**src/rtl/scmp_useq_if.sv**
```systemverilog
// rtl/scmp_useq_if.sv - microword/status bundle between the control ROM side and the SC/MP microsequencer.
interface scmp_useq_if #(
  parameter int UPC_W = 8
);
  logic [2:0]       nxt_mode;
  logic [UPC_W-1:0] nxt_target;
  logic [1:0]       cond_sel;
  logic [3:0]       cond_flags;
  logic [UPC_W-1:0] disp_pc;
  logic             bus_done;
  logic             irq;
  logic             ie;
  logic             halt_req;
  logic             stall;
  logic [UPC_W-1:0] upc;
  logic             int_ack;
  logic             at_fetch;
  logic             halted;
  logic             stack_err;

  modport slave (
    input  nxt_mode, nxt_target, cond_sel, cond_flags, disp_pc,
    input  bus_done, irq, ie, halt_req, stall,
    output upc, int_ack, at_fetch, halted, stack_err
  );

  modport master (
    output nxt_mode, nxt_target, cond_sel, cond_flags, disp_pc,
    output bus_done, irq, ie, halt_req, stall,
    input  upc, int_ack, at_fetch, halted, stack_err
  );
endinterface

```
**src/rtl/scmp_useq.sv**
```systemverilog
// rtl/scmp_useq.sv - SC/MP microcode program-counter sequencer.
// Selects the next upc per microword mode; handles interrupt entry, halt and a 2-deep return stack.
module scmp_useq #(
  parameter int UPC_W      = 8,
  parameter int RESET_ADDR = 0,
  parameter int FETCH_ADDR = 1,
  parameter int INT_ADDR   = 2
) (
  input  logic         clk,
  input  logic         rst,
  scmp_useq_if.slave   bus
);
  localparam logic [2:0] M_SEQ = 3'd0, M_JMP = 3'd1, M_DISP = 3'd2, M_BRC = 3'd3;
  localparam logic [2:0] M_WAIT = 3'd4, M_CALL = 3'd5, M_RET = 3'd6, M_FETCH = 3'd7;
  localparam logic [UPC_W-1:0] ONE     = UPC_W'(1);
  localparam logic [UPC_W-1:0] RESET_A = UPC_W'(RESET_ADDR);
  localparam logic [UPC_W-1:0] FETCH_A = UPC_W'(FETCH_ADDR);
  localparam logic [UPC_W-1:0] INT_A   = UPC_W'(INT_ADDR);

  typedef enum logic {RUN, HALT} state_t;

  state_t           state_q, state_d;
  logic [UPC_W-1:0] upc_q, upc_d, upc_inc;
  logic [1:0]       depth_q, depth_d;
  logic [UPC_W-1:0] stk_q [2];
  logic [UPC_W-1:0] stk_d [2];
  logic             int_ack_q, int_ack_d;
  logic             stack_err_q, stack_err_d;

  assign upc_inc = upc_q + ONE;

  always_ff @(posedge clk or posedge rst) begin
    if (rst) begin
      state_q     <= RUN;
      upc_q       <= RESET_A;
      depth_q     <= 2'd0;
      stk_q[0]    <= '0;
      stk_q[1]    <= '0;
      int_ack_q   <= 1'b0;
      stack_err_q <= 1'b0;
    end else begin
      state_q     <= state_d;
      upc_q       <= upc_d;
      depth_q     <= depth_d;
      stk_q       <= stk_d;
      int_ack_q   <= int_ack_d;
      stack_err_q <= stack_err_d;
    end
  end

  always_comb begin
    state_d     = state_q;
    upc_d       = upc_q;
    depth_d     = depth_q;
    stk_d       = stk_q;
    int_ack_d   = 1'b0;
    stack_err_d = stack_err_q;
    if (!bus.stall) begin
      if (state_q == HALT) begin
        // Resuming only re-enters RUN; the irq check waits for the next FETCH word.
        upc_d = FETCH_A;
        if (!bus.halt_req) state_d = RUN;
      end else begin
        case (bus.nxt_mode)
          M_SEQ:  upc_d = upc_inc;
          M_JMP:  upc_d = bus.nxt_target;
          M_DISP: upc_d = bus.disp_pc;
          M_BRC:  upc_d = bus.cond_flags[bus.cond_sel] ? bus.nxt_target : upc_inc;
          M_WAIT: upc_d = bus.bus_done ? upc_inc : upc_q;
          M_CALL: begin
            upc_d = bus.nxt_target;
            if (depth_q == 2'd0) begin
              stk_d[0] = upc_inc;
              depth_d  = 2'd1;
            end else if (depth_q == 2'd1) begin
              stk_d[1] = upc_inc;
              depth_d  = 2'd2;
            end else begin
              stack_err_d = 1'b1;
            end
          end
          M_RET: begin
            if (depth_q == 2'd2) begin
              upc_d   = stk_q[1];
              depth_d = 2'd1;
            end else if (depth_q == 2'd1) begin
              upc_d   = stk_q[0];
              depth_d = 2'd0;
            end else begin
              upc_d       = FETCH_A;
              stack_err_d = 1'b1;
            end
          end
          M_FETCH: begin
            depth_d = 2'd0;
            if (bus.halt_req) begin
              state_d = HALT;
              upc_d   = FETCH_A;
            end else if (bus.irq && bus.ie) begin
              upc_d     = INT_A;
              int_ack_d = 1'b1;
            end else begin
              upc_d = FETCH_A;
            end
          end
          default: upc_d = upc_q;
        endcase
      end
    end
  end

  assign bus.upc       = upc_q;
  assign bus.int_ack   = int_ack_q;
  assign bus.at_fetch  = (upc_q == FETCH_A) && (state_q == RUN);
  assign bus.halted    = (state_q == HALT);
  assign bus.stack_err = stack_err_q;
endmodule

```
**src/flat_wrapper.sv**
```systemverilog
// flat-port wrapper written by rule: the top's interface ports become plain ports
module scmp_useq_flat 
#(
  parameter int UPC_W      = 8,
  parameter int RESET_ADDR = 0,
  parameter int FETCH_ADDR = 1,
  parameter int INT_ADDR   = 2
)
  (clk, rst, bus_nxt_mode, bus_nxt_target, bus_cond_sel, bus_cond_flags, bus_disp_pc, bus_bus_done, bus_irq, bus_ie, bus_halt_req, bus_stall, bus_upc, bus_int_ack, bus_at_fetch, bus_halted, bus_stack_err);
  scmp_useq_if #(.UPC_W(UPC_W)) bus_i ();
  input  logic clk;
  input  logic rst;
  input wire logic [$bits(bus_i.nxt_mode)-1:0] bus_nxt_mode;
  input wire logic [$bits(bus_i.nxt_target)-1:0] bus_nxt_target;
  input wire logic [$bits(bus_i.cond_sel)-1:0] bus_cond_sel;
  input wire logic [$bits(bus_i.cond_flags)-1:0] bus_cond_flags;
  input wire logic [$bits(bus_i.disp_pc)-1:0] bus_disp_pc;
  input wire logic [$bits(bus_i.bus_done)-1:0] bus_bus_done;
  input wire logic [$bits(bus_i.irq)-1:0] bus_irq;
  input wire logic [$bits(bus_i.ie)-1:0] bus_ie;
  input wire logic [$bits(bus_i.halt_req)-1:0] bus_halt_req;
  input wire logic [$bits(bus_i.stall)-1:0] bus_stall;
  output wire logic [$bits(bus_i.upc)-1:0] bus_upc;
  output wire logic [$bits(bus_i.int_ack)-1:0] bus_int_ack;
  output wire logic [$bits(bus_i.at_fetch)-1:0] bus_at_fetch;
  output wire logic [$bits(bus_i.halted)-1:0] bus_halted;
  output wire logic [$bits(bus_i.stack_err)-1:0] bus_stack_err;
  assign bus_i.nxt_mode = bus_nxt_mode;
  assign bus_i.nxt_target = bus_nxt_target;
  assign bus_i.cond_sel = bus_cond_sel;
  assign bus_i.cond_flags = bus_cond_flags;
  assign bus_i.disp_pc = bus_disp_pc;
  assign bus_i.bus_done = bus_bus_done;
  assign bus_i.irq = bus_irq;
  assign bus_i.ie = bus_ie;
  assign bus_i.halt_req = bus_halt_req;
  assign bus_i.stall = bus_stall;
  assign bus_upc = bus_i.upc;
  assign bus_int_ack = bus_i.int_ack;
  assign bus_at_fetch = bus_i.at_fetch;
  assign bus_halted = bus_i.halted;
  assign bus_stack_err = bus_i.stack_err;
  scmp_useq #(.UPC_W(UPC_W), .RESET_ADDR(RESET_ADDR), .FETCH_ADDR(FETCH_ADDR), .INT_ADDR(INT_ADDR)) u_core (.clk(clk), .rst(rst), .bus(bus_i));
endmodule
```
**config.mk**
```make
export PLATFORM = sky130hd
export DESIGN_NAME = scmp_useq_flat
export DESIGN_NICKNAME = d
export VERILOG_FILES = /design/src/rtl/scmp_useq_if.sv /design/src/rtl/scmp_useq.sv /design/src/flat_wrapper.sv
export SDC_FILE = /design/constraint.sdc
export NUM_CORES = 1
export LEC_CHECK = 0
export CAP_MARGIN = 20
export CORE_UTILIZATION = 54
export CTS_CLUSTER_SIZE = 28
export DETAILED_ROUTE_END_ITERATION = 8
export PLACE_DENSITY = 0.85
export SLEW_MARGIN = 20
export SYNTH_ARGS = -nofsm -noshare
export SYNTH_HDL_FRONTEND = slang
export SYNTH_SLANG_ARGS = --single-unit
```
**constraint.sdc**
```tcl
create_clock -name clk -period 3.5 [get_ports clk]
set_clock_uncertainty 0.15 [all_clocks]
set_input_delay 0.525 -clock clk [delete_from_list [all_inputs] [get_ports clk]]
set_output_delay 0.525 -clock clk [all_outputs]
set_load 0.005 [all_outputs]
```
==> parameters.txt <==
Parameter                              Value

CTS
  Insertion delay of the later-clocked pin in the worst-skew pair ... 0.33 ns
  Total of cells resized after clock tree synthesis ... 0
  Number of H-tree levels ... 2
  Root buffer cell ... sky130_fd_sc_hd__clkbuf_4
  TritonCTS clock tree ... built
  Buffers from clock root to sink, at most ... 2
  CTS buffer count ... 5
  Buffer count from post-CTS setup fixing ... 0
  Clock sink total ... 29
  Hold bufs inserted after CTS ... 0
  Clock transition at the registers of the reported paths ... 0.10 ns

Global route
  Global route overflow ... 0
  First-pass GRT wire length ... 7.85 mm
  Antenna violations before repair ... 0
  Vias in the first global route ... 1,629
  Largest net degree at the start of global routing ... 30
  Global-route total usage across every layer ... 29.4%

Worst setup path
  Crit start category ... register
  Start of the worst register-to-register path ... u_core.depth_q[1]$_DFFE_PP0P_
  Critical Setup Path Class ... reg -> out
  Endpoint class of the critical path ... output pin
  Cell type group with the largest total delay on the critical path ... simple AND/OR/NAND/NOR gates
  Number of buffers and inverters on the critical path ... 1
  WP data required ... 2.82 ns
  CP cell instances ... nor4_1 > and4_1 > clkdlybuf4s50_1
  Cell with the largest stage delay on the worst path ... sky130_fd_sc_hd__dfrtp_1
  Crit path largest cell delay ... 0.51 ns
  Arrival time at the worst endpoint ... 1.96 ns
  Largest fanout on the critical path ... 8
  Critical Path Start ... u_core.bus.halted$_DFFE_PP0N_

Floorplanning
  Die Outline Area ... 3760 um2
  Number of rows in the core area ... 21
  Number of I/O pins ... 44
  Die width ... 61.3 um
  Die Y-Extent ... 61.3 um
  Effective utilization at floorplan ... 56.4%
  Area of the placeable core ... 3360 um2

Drt
  Residual DRC ... 0
  Number of nets still failing antenna checks after routing ... 0
  Detailed-route wire length per cell ... 16.5 um
  Detailed-route vias per instance ... 6.04
  Final Routed Wirelength ... 5.01 mm
  Routed via count ... 1,830
  Iteration-0 DRC count of the detailed router ... 115
  Drt first pass iters ... 4

Synth
  Syn Area/Cell ... 8.83 um2
  Share of synthesized area occupied by flip-flops and latches ... 38.2%
  Main flop type after synthesis ... sky130_fd_sc_hd__dfrtp_1
  Mapped cell area ... 1900 um2
  Flip-flop and latch count after synthesis ... 29
  Async S/R FF share, synth ... 100%
  Yosys cell types ... 52
  Number of enable flip-flop cells after synthesis ... 0
  Nets in the synthesized netlist ... 249
  Number of warnings reported in the yosys synthesis log ... 0
  Synthesized instance count ... 215

Final layout
  Most used cells in the layout excluding fill and tap cells ... sky130_fd_sc_hd__clkdlybuf4s50_1, sky130_fd_sc_hd__dfrtp_1, sky130_fd_sc_hd__nand2_1
  Leading cell type in the layout, fill and taps excluded ... sky130_fd_sc_hd__clkdlybuf4s50_1
  Count of nets after finishing ... 290
  Area delta synth->final ... 26.2%
  Antenna Cells ... 0
  Proportion of layout cells with a drive suffix above 1 ... 10.5%
  Post-route cell area ... 2390 um2

STA
  Max transition margin ... 51.8%
  Fin crit share ... 75.3%
  Tightest Pin Transition ... 0.722 ns
  Unrepaired setup endpoints after global routing ... no
  Timing-limited maximum frequency ... 0.379 GHz
  Final period demand of the worst path ... 2.64 ns
  Number of setup violations in the final report ... 0
  Final hold violation count ... 0
  Final Slew Violations ... 0
  Total negative slack ... 0 ns

Power
  Cell area power density ... 466 nW/um2
  Worst vdd ir ... 0.000276 V
  Static leakage ... 0.960 nW

Placement
  Final weighted congestion in routability-driven placement ... 0.923
  Post-detail-place hpwl ... 3.76 mm
  Input/output buffers ... 43
  Instance area at placement ... 2340 um2

Run
  Number of maximum-capacitance violations ... 0

Min path
  Worst min-delay path class ... reg -> reg
  Startpoint of the lowest-slack hold path ... u_core.bus.stack_err$_DFFE_PP0P_

Status
  Status ... finished clean
[cells by family (layout without fill, tap and decap cells)]
logic type,Yosys count,after routing,share of synthesized area (%)
AOI/OAI and AO/OA,60,60,22.7
muxes,3,3,1.78
xor gates and xnor gates,7,7,3.23
buffers and inverters,29,71,7.18
adders and majority gates,2,2,1.32
and+or+nand+nor,85,85,25.6
DFF,29,29,38.2
[worst paths after layout]
check                                                        end  slack, ns  cells past startpoint
worst max-delay path                                bus_at_fetch       0.86                      3
worst min register to register  u_core.bus.stack_err$_DFFE_PP0P_       0.34                      1
max in group asynchronous          u_core.bus.upc[2]$_DFFE_PP0P_       2.51                      3
worst max register to register       u_core.stk_q[3]$_DFFE_PP0P_       1.29                      4
min in group asynchronous            u_core.stk_q[1]$_DFFE_PP0P_       0.41                      3
worst min-delay path            u_core.bus.stack_err$_DFFE_PP0P_       0.34                      1
[layer usage]
metal | share of wire, % | vias to the layer above | global-route usage, %
met5 | 0 | - | 0
met1 | 47 | 877 | 42.4
met3 | 4.6 | 12 | 4.62
li1 | - | 874 | -
met4 | 2.2 | 0 | 12.7
met2 | 46 | 67 | 43.8
[synthesized netlist by cell type, types with 2 or more instances]
| library cell | n | area [um2] |
|---|---|---|
| sky130_fd_sc_hd__a21o_1 | 2 | 15.0 |
| sky130_fd_sc_hd__dfrtp_1 | 29 | 726 |
| sky130_fd_sc_hd__nand2_1 | 27 | 101 |
| sky130_fd_sc_hd__or3_1 | 3 | 18.8 |
| sky130_fd_sc_hd__nor3_1 | 3 | 15.0 |
| sky130_fd_sc_hd__o221a_2 | 3 | 33.8 |
| sky130_fd_sc_hd__or2_2 | 2 | 12.5 |
| sky130_fd_sc_hd__nor4_1 | 3 | 18.8 |
| sky130_fd_sc_hd__o221ai_1 | 3 | 26.3 |
| sky130_fd_sc_hd__a21oi_1 | 5 | 25.0 |
| sky130_fd_sc_hd__o211ai_1 | 4 | 30.0 |
| sky130_fd_sc_hd__inv_1 | 15 | 56.3 |
| sky130_fd_sc_hd__xnor2_1 | 7 | 61.3 |
| sky130_fd_sc_hd__and4_1 | 2 | 17.5 |
| sky130_fd_sc_hd__mux2_2 | 3 | 33.8 |
| sky130_fd_sc_hd__buf_6 | 2 | 22.5 |
| sky130_fd_sc_hd__and3b_1 | 2 | 17.5 |
| sky130_fd_sc_hd__o22ai_1 | 3 | 18.8 |
| sky130_fd_sc_hd__ha_1 | 2 | 25.0 |
| sky130_fd_sc_hd__o21ai_0 | 21 | 105 |
| sky130_fd_sc_hd__a32oi_1 | 6 | 52.6 |
| sky130_fd_sc_hd__nor2b_1 | 6 | 37.5 |
| sky130_fd_sc_hd__nor2_1 | 6 | 22.5 |
| sky130_fd_sc_hd__nand3_1 | 19 | 95.1 |
| sky130_fd_sc_hd__clkbuf_1 | 9 | 33.8 |
| sky130_fd_sc_hd__nand4bb_1 | 2 | 22.5 |
[through the flow]
step | hold WS [ns] | power, W | util (%) | std cells | setup slack [ns]
detailed placement | 0.317 | 0.000921 | 69.7 | 295 | 0.622
global route | 0.363 | 0.00119 | 71.2 | 303 | 0.788
CTS | 0.344 | 0.00112 | 71.2 | 303 | 0.893
floorplan | 0.299 | 0.000758 | - | 215 | 1.33
finish | 0.340 | 0.00112 | 71.2 | 303 | 0.864
global placement | 0.312 | 0.000904 | 69.7 | 295 | 0.699
[cell type report]
class	instances	area, um2
Tap cell	46	57.6
Clock buffer	6	41.3
Clock inverter	2	10.0
Multi-Input combinational cell	157	1040
Inverter	15	56.3
Sequential cell	29	726
Fill cell	292	968
Timing Repair Buffer	48	468
[where the power goes]
group	total, W	switching, W	internal (W)	leakage, nW
registers	0.000534	0.0000932	0.000441	0.370
logic	0.000389	0.000201	0.000188	0.558
clock network	0.000193	0.000117	0.0000763	0.0320
[state kept, by name, summed over array words and instances, names as in the netlist]
register	flops
u_core.bus.halted	1
u_core.bus.int_ack	1
u_core.bus.stack_err	1
u_core.bus.upc	8
u_core.depth_q	2
u_core.stk_q	16
No activity file was read; power rests on OpenSTA's default activity.
